$ cat src/rtl/ps2_key_receiver.sv
// PS/2 keyboard receiver: synchronizes and filters the PS/2 lines, deframes
// 11-bit frames (start, 8 data LSB first, odd parity, stop) and tracks E0/F0 prefixes.
module ps2_key_receiver #(
  parameter int C_filter_len = 8,
  parameter int C_timeout    = 2500
) (
  input  logic       clk,
  input  logic       reset_n,
  input  logic       ps2clk,
  input  logic       ps2data,
  output logic [7:0] rx_data,
  output logic       rx_valid,
  output logic       parity_err,
  output logic       frame_err,
  output logic [7:0] key_code,
  output logic       key_extended,
  output logic       key_release,
  output logic       key_strobe,
  output logic [1:0] dbg_state
);

  localparam int FW = (C_filter_len > 1) ? $clog2(C_filter_len + 1) : 1;
  localparam int TW = $clog2(C_timeout + 1);
  localparam logic [FW-1:0] FILT_LAST = FW'(C_filter_len - 1);
  localparam logic [TW-1:0] TO_LIMIT  = TW'(C_timeout);

  typedef enum logic [1:0] {IDLE, DATA, PARITY, STOP} state_t;

  state_t          state_q, state_d;
  logic            clk_s1_q, clk_s1_d, clk_s2_q, clk_s2_d;
  logic            data_s1_q, data_s1_d, data_s2_q, data_s2_d;
  logic            filt_q, filt_d;
  logic [FW-1:0]   filt_cnt_q, filt_cnt_d;
  logic [7:0]      shift_q, shift_d;
  logic [2:0]      bit_cnt_q, bit_cnt_d;
  logic            parity_bit_q, parity_bit_d;
  logic [TW-1:0]   to_cnt_q, to_cnt_d;
  logic [7:0]      rx_data_q, rx_data_d;
  logic            rx_valid_q, rx_valid_d;
  logic            parity_err_q, parity_err_d;
  logic            frame_err_q, frame_err_d;
  logic [7:0]      key_code_q, key_code_d;
  logic            key_ext_q, key_ext_d;
  logic            key_rel_q, key_rel_d;
  logic            key_strobe_q, key_strobe_d;
  logic            pend_ext_q, pend_ext_d;
  logic            pend_rel_q, pend_rel_d;
  logic            fall;

  always_comb begin
    clk_s1_d     = ps2clk;
    clk_s2_d     = clk_s1_q;
    data_s1_d    = ps2data;
    data_s2_d    = data_s1_q;
    state_d      = state_q;
    shift_d      = shift_q;
    bit_cnt_d    = bit_cnt_q;
    parity_bit_d = parity_bit_q;
    rx_data_d    = rx_data_q;
    rx_valid_d   = 1'b0;
    parity_err_d = 1'b0;
    frame_err_d  = 1'b0;
    key_code_d   = key_code_q;
    key_ext_d    = key_ext_q;
    key_rel_d    = key_rel_q;
    key_strobe_d = 1'b0;
    pend_ext_d   = pend_ext_q;
    pend_rel_d   = pend_rel_q;

    // Filtered clock flips only after C_filter_len consecutive opposite samples.
    filt_d     = filt_q;
    filt_cnt_d = '0;
    if (clk_s2_q != filt_q) begin
      if (filt_cnt_q == FILT_LAST) filt_d = clk_s2_q;
      else                         filt_cnt_d = filt_cnt_q + FW'(1);
    end
    fall = filt_q & ~filt_d;

    case (state_q)
      IDLE: if (fall) begin
        if (!data_s2_q) begin
          state_d   = DATA;
          bit_cnt_d = 3'd0;
          shift_d   = 8'h00;
        end else begin
          frame_err_d = 1'b1;
        end
      end
      DATA: if (fall) begin
        shift_d = {data_s2_q, shift_q[7:1]};
        if (bit_cnt_q == 3'd7) state_d = PARITY;
        else                   bit_cnt_d = bit_cnt_q + 3'd1;
      end
      PARITY: if (fall) begin
        parity_bit_d = data_s2_q;
        state_d      = STOP;
      end
      STOP: if (fall) begin
        state_d = IDLE;
        if (!data_s2_q)                       frame_err_d  = 1'b1;
        else if (~^{shift_q, parity_bit_q})   parity_err_d = 1'b1;
        else begin
          rx_data_d  = shift_q;
          rx_valid_d = 1'b1;
        end
      end
      default: state_d = IDLE;
    endcase

    // A stalled frame is abandoned once the line has been quiet too long.
    if (state_q != IDLE && !fall && to_cnt_q == TO_LIMIT) begin
      state_d     = IDLE;
      shift_d     = 8'h00;
      bit_cnt_d   = 3'd0;
      frame_err_d = 1'b1;
    end

    to_cnt_d = '0;
    if (state_d != IDLE) to_cnt_d = fall ? TW'(1) : to_cnt_q + TW'(1);

    if (rx_valid_d) begin
      if (shift_q == 8'hE0)      pend_ext_d = 1'b1;
      else if (shift_q == 8'hF0) pend_rel_d = 1'b1;
      else begin
        key_code_d   = shift_q;
        key_ext_d    = pend_ext_q;
        key_rel_d    = pend_rel_q;
        key_strobe_d = 1'b1;
        pend_ext_d   = 1'b0;
        pend_rel_d   = 1'b0;
      end
    end
    if (parity_err_d || frame_err_d) begin
      pend_ext_d = 1'b0;
      pend_rel_d = 1'b0;
    end
  end

  always_ff @(posedge clk or negedge reset_n) begin
    if (!reset_n) begin
      state_q      <= IDLE;
      clk_s1_q     <= 1'b1;
      clk_s2_q     <= 1'b1;
      data_s1_q    <= 1'b1;
      data_s2_q    <= 1'b1;
      filt_q       <= 1'b1;
      filt_cnt_q   <= '0;
      shift_q      <= 8'h00;
      bit_cnt_q    <= 3'd0;
      parity_bit_q <= 1'b0;
      to_cnt_q     <= '0;
      rx_data_q    <= 8'h00;
      rx_valid_q   <= 1'b0;
      parity_err_q <= 1'b0;
      frame_err_q  <= 1'b0;
      key_code_q   <= 8'h00;
      key_ext_q    <= 1'b0;
      key_rel_q    <= 1'b0;
      key_strobe_q <= 1'b0;
      pend_ext_q   <= 1'b0;
      pend_rel_q   <= 1'b0;
    end else begin
      state_q      <= state_d;
      clk_s1_q     <= clk_s1_d;
      clk_s2_q     <= clk_s2_d;
      data_s1_q    <= data_s1_d;
      data_s2_q    <= data_s2_d;
      filt_q       <= filt_d;
      filt_cnt_q   <= filt_cnt_d;
      shift_q      <= shift_d;
      bit_cnt_q    <= bit_cnt_d;
      parity_bit_q <= parity_bit_d;
      to_cnt_q     <= to_cnt_d;
      rx_data_q    <= rx_data_d;
      rx_valid_q   <= rx_valid_d;
      parity_err_q <= parity_err_d;
      frame_err_q  <= frame_err_d;
      key_code_q   <= key_code_d;
      key_ext_q    <= key_ext_d;
      key_rel_q    <= key_rel_d;
      key_strobe_q <= key_strobe_d;
      pend_ext_q   <= pend_ext_d;
      pend_rel_q   <= pend_rel_d;
    end
  end

  assign rx_data      = rx_data_q;
  assign rx_valid     = rx_valid_q;
  assign parity_err   = parity_err_q;
  assign frame_err    = frame_err_q;
  assign key_code     = key_code_q;
  assign key_extended = key_ext_q;
  assign key_release  = key_rel_q;
  assign key_strobe   = key_strobe_q;
  assign dbg_state    = state_q;

endmodule

$ cat config.mk
export PLATFORM = sky130hd
export DESIGN_NAME = ps2_key_receiver
export DESIGN_NICKNAME = d
export VERILOG_FILES = /design/src/rtl/ps2_key_receiver.sv
export SDC_FILE = /design/constraint.sdc
export NUM_CORES = 1
export LEC_CHECK = 0
export CORE_ASPECT_RATIO = 1.75
export CORE_MARGIN = 2
export CORE_UTILIZATION = 51
export DETAILED_ROUTE_END_ITERATION = 6
export GPL_ROUTABILITY_DRIVEN = 0
export MAX_ROUTING_LAYER = met4
export PLACE_DENSITY = 0.77
export SYNTH_ARGS = -nofsm -noshare
export SYNTH_HDL_FRONTEND = slang
export SYNTH_SLANG_ARGS = --single-unit
$ cat constraint.sdc
create_clock -name clk -period 1.9 [get_ports clk]
set_input_delay 0.38 -clock clk [delete_from_list [all_inputs] [get_ports clk]]
set_output_delay 0.38 -clock clk [all_outputs]
set_load 0.01 [all_outputs]
==> flow_summary_export.csv <==
group,metric,value,unit
clocking,path_clk_slew,0.06,ns
placed_design,hpwl,4340,um
setup_path,cp.required,2.13,ns
timing,relSlewSlack,0.630,
yosys,async_flop_share,1.00,
setup_path,r2r_start,"shift_q[2]",
yosys,synth_ff_type,"dfrtp_1",
final_layout,diodes,0,
worst_hold_path,hold_path_class,"input port to async pin",
clocking,cts_root_buf,"clkbuf_8",
power,p_int,0.00297,W
power,clkPwrFrac,0.323,
setup_path,critPathMaxFanout,6,
timing,min_period_over_period,1.02,
setup_path,worstSetupPathType,"flop to flop",
final_layout,area_growth,38.8,%
yosys,synth_area,0.00280,mm^2
setup_path,worst_setup_path_start_kind,"flop",
route,wl_per_cell,16.1,um
power,total_power,0.00433,W
yosys,yosysWarnings,0,
timing,setup_slack,-0.0410,ns
setup_path,cp.arrival,2.17,ns
global_routing,grt_pass1_vias,2296,
floorplan,core_region_area,0.00530,mm^2
yosys,yosysUniqueCellTypes,49,
route,viasPerCell,5.51,
yosys,syn_nets,254,
timing,maxSlewViolCount,0,
floorplan,rows,35,
status,status,"finished, violations left",
power,p_leak,1.82,nW
power,pwr-share-comb,0.336,
clocking,insertion_delay,0.34,ns
timing,rsz0062_at_grt,"true",
power,peakVddDrop,0.00121,V
final_layout,stdcell_area,0.00388,mm^2
placed_design,placed_cell_area,0.00347,mm^2
clocking,cts-htree-levels,3,
clocking,clock-sinks,59,
final_layout,fin_nets,333,
timing,max_freq,515,MHz
timing,timing.final.hold_violations,0,
global_routing,grt_use_total,0.241,
clocking,tritoncts,"done",
yosys,synth_edf_count,0,
global_routing,grt_start_max_net_pins,37,
route,wl,6430,um
timing,worst_slew_pin_slew,0.555,ns
yosys,seq_area_frac_synth,0.530,
route,detail_route.first_pass.iterations,4,
clocking,clk_path_buf_depth,2,
floorplan,start_util,0.528,
yosys,syn_inst,241,
route,first_iter_violations,85,
flow_run,maxCapViolCount,0,
timing,layout_min_cycle_time,1.94,ns
status,violations,"setup timing",
global_routing,gr-total-overflow,0,
power,p_sw,0.00136,W
floorplan,die_height,102,um
global_routing,grt_first_pass_wirelength,10400,um
clocking,cts_buffers,9,
floorplan,pin_count,28,
setup_path,crit_start,"shift_q[2]",
setup_path,cp-end-kind,"flop",
power,swShare,0.314,
power,p_seq_frac,0.341,
yosys,synth.ff_latch_count,59,
timing,clock_skew,0.00749,ns
placed_design,numPortBuffers,27,
final_layout,utilization,0.733,
floorplan,die_w,60,um
power,power.density,1110,mW/mm^2
route,route.detailed.drc,0,
route,vias,2197,
route,drtAntennaViolNets,0,
floorplan,die-area,0.00612,mm^2
yosys,syn_area_per_cell,11.6,um^2
timing,setup_viol,9,
final_layout,drive_gt1_frac,0.360,
global_routing,antenna_found_initial,0,
cell type report:
| type | instances | area (um^2) |
|---|---|---|
| inverters | 9 | 33.8 |
| repair buffers | 75 | 638 |
| flip-flops and latches | 59 | 1480 |
| fillers | 360 | 1410 |
| clock buffers | 11 | 141 |
| multi-input cells | 166 | 1400 |
| clock inverters | 5 | 100 |
| well taps | 74 | 92.6 |
path summary, 6_finish.rpt:
| kind | end | cells past startpoint | slack [ns] |
|---|---|---|---|
| max | key_release | 5 | -0.04 |
| min | key_release | 1 | 0.02 |
| max reg2reg | key_release | 5 | -0.04 |
| min reg2reg | data_s2_q | 0 | 0.36 |
| max in group asynchronous | bit_cnt_q[1] | 2 | 1.31 |
| min in group clk | data_s2_q | 0 | 0.36 |
sequential cells by signal, indices dropped and copies added (netlist names), 2 cells and up:
name / count
to_cnt_q: 12
key_code: 8
rx_data: 8
shift_q: 8
filt_cnt_q: 4
bit_cnt_q: 3
dbg_state: 2
worst max-delay path, stage by stage (launching register included):
cell	delay (ns)
dfrtp_1	0.38
xnor2_1	0.17
xnor3_2	0.49
xnor2_4	0.21
and2_4	0.26
mux2_4	0.31
power groups by stage:
stage                     clock network [W]  registers, W  logic, W
after global placement                    0       0.00148   0.00119
after global routing                0.00147       0.00149   0.00159
after floorplan                           0       0.00151  0.000716
after CTS                           0.00142       0.00147   0.00126
after detailed placement                  0       0.00149   0.00122
final                               0.00140       0.00147   0.00145
synth_stat cells, types with 2 or more instances:
cell | number | area, um^2
dfrtp_1 | 54 | 1350
nand2_1 | 17 | 63.8
a21oi_1 | 13 | 65.1
nor2_1 | 12 | 45.0
xnor2_1 | 11 | 96.3
a22o_1 | 9 | 78.8
ha_1 | 9 | 113
inv_1 | 9 | 33.8
nand3_1 | 9 | 45.0
mux2_2 | 8 | 90.1
o21ai_0 | 8 | 40.0
xor2_1 | 7 | 61.3
a211oi_1 | 6 | 45.0
mux2_4 | 6 | 90.1
nor3_1 | 6 | 30.0
dfstp_2 | 5 | 131
nand4_1 | 5 | 31.3
buf_2 | 4 | 20.0
a22oi_1 | 3 | 22.5
and3_1 | 3 | 18.8
clkbuf_1 | 3 | 11.3
nand2b_1 | 3 | 18.8
a21bo_2 | 2 | 20.0
and2_1 | 2 | 12.5
nor2_2 | 2 | 12.5
nor2b_1 | 2 | 12.5
placed cells by master, fill, tap and decap left out, types with 2 or more instances in the layout:
cell	Yosys	layout
nand4_1	5	5
ha_1	9	5
xor2_1	7	7
nor2_2	2	2
nor2b_1	2	2
a211oi_1	6	5
o21ai_0	8	8
clkinv_2	0	2
a22oi_1	3	3
nor3_1	6	4
nand2_1	17	15
inv_1	9	8
a22o_1	9	9
a21oi_1	13	12
dfstp_2	5	5
and3_1	3	2
nor2_1	12	11
buf_4	0	47
dfrtp_1	54	53
nand3_1	9	9
nor3_2	0	2
mux2_2	8	7
ha_4	0	2
mux2_4	6	7
clkbuf_8	0	10
bufinv_16	0	3
clkdlybuf4s50_1	0	26
nand2b_1	3	2
xnor2_1	11	11
nand2_2	1	2
a21bo_2	2	2
and2_4	1	2
ha_2	0	2
metal layers:
| metal | part of all wire | track usage | routed length, um | vias to the layer above |
|---|---|---|---|---|
| met5 | 0 | - | 0 | - |
| met4 | 0.035 | 0.126 | 228 | 0 |
| met3 | 0.030 | 0.0734 | 193 | 21 |
| met2 | 0.57 | 0.406 | 3650 | 60 |
| met1 | 0.37 | 0.242 | 2360 | 1092 |
| li1 | - | - | - | 1024 |
metrics by stage:
stage	setup TNS, ns	instances	hold WS [ns]	setup slack (ns)
finish	-0.256	399	0.0216	-0.0410
global route	-1.17	399	0.0548	-0.0981
CTS	-0.170	392	0.0212	-0.0209
detailed placement	-0.389	373	0.347	-0.0895
global placement	-0.0269	373	0.345	-0.0269
floorplan	-0.284	241	0.0844	-0.0474
cell families after synthesis:
group	count (synthesis)	synth area share
AND/OR/NAND/NOR	71	0.137
flip-flops	59	0.530
AO/OA/AOI/OAI	51	0.131
XOR/XNOR	20	0.0706
buffers and inverters	17	0.0273
multiplexers	14	0.0644
adder cells (fa/ha/maj)	9	0.0402
repair_timing:
item | CTS | global route
cloned | 1 | 0
setup buffers | 2 | 8
pin swaps | 4 | 15
resized for setup | 5 | 17
hold buffers | 0 | 0
setup endpoints to repair | 17 | 44
No activity file was read; power rests on OpenSTA's default activity.
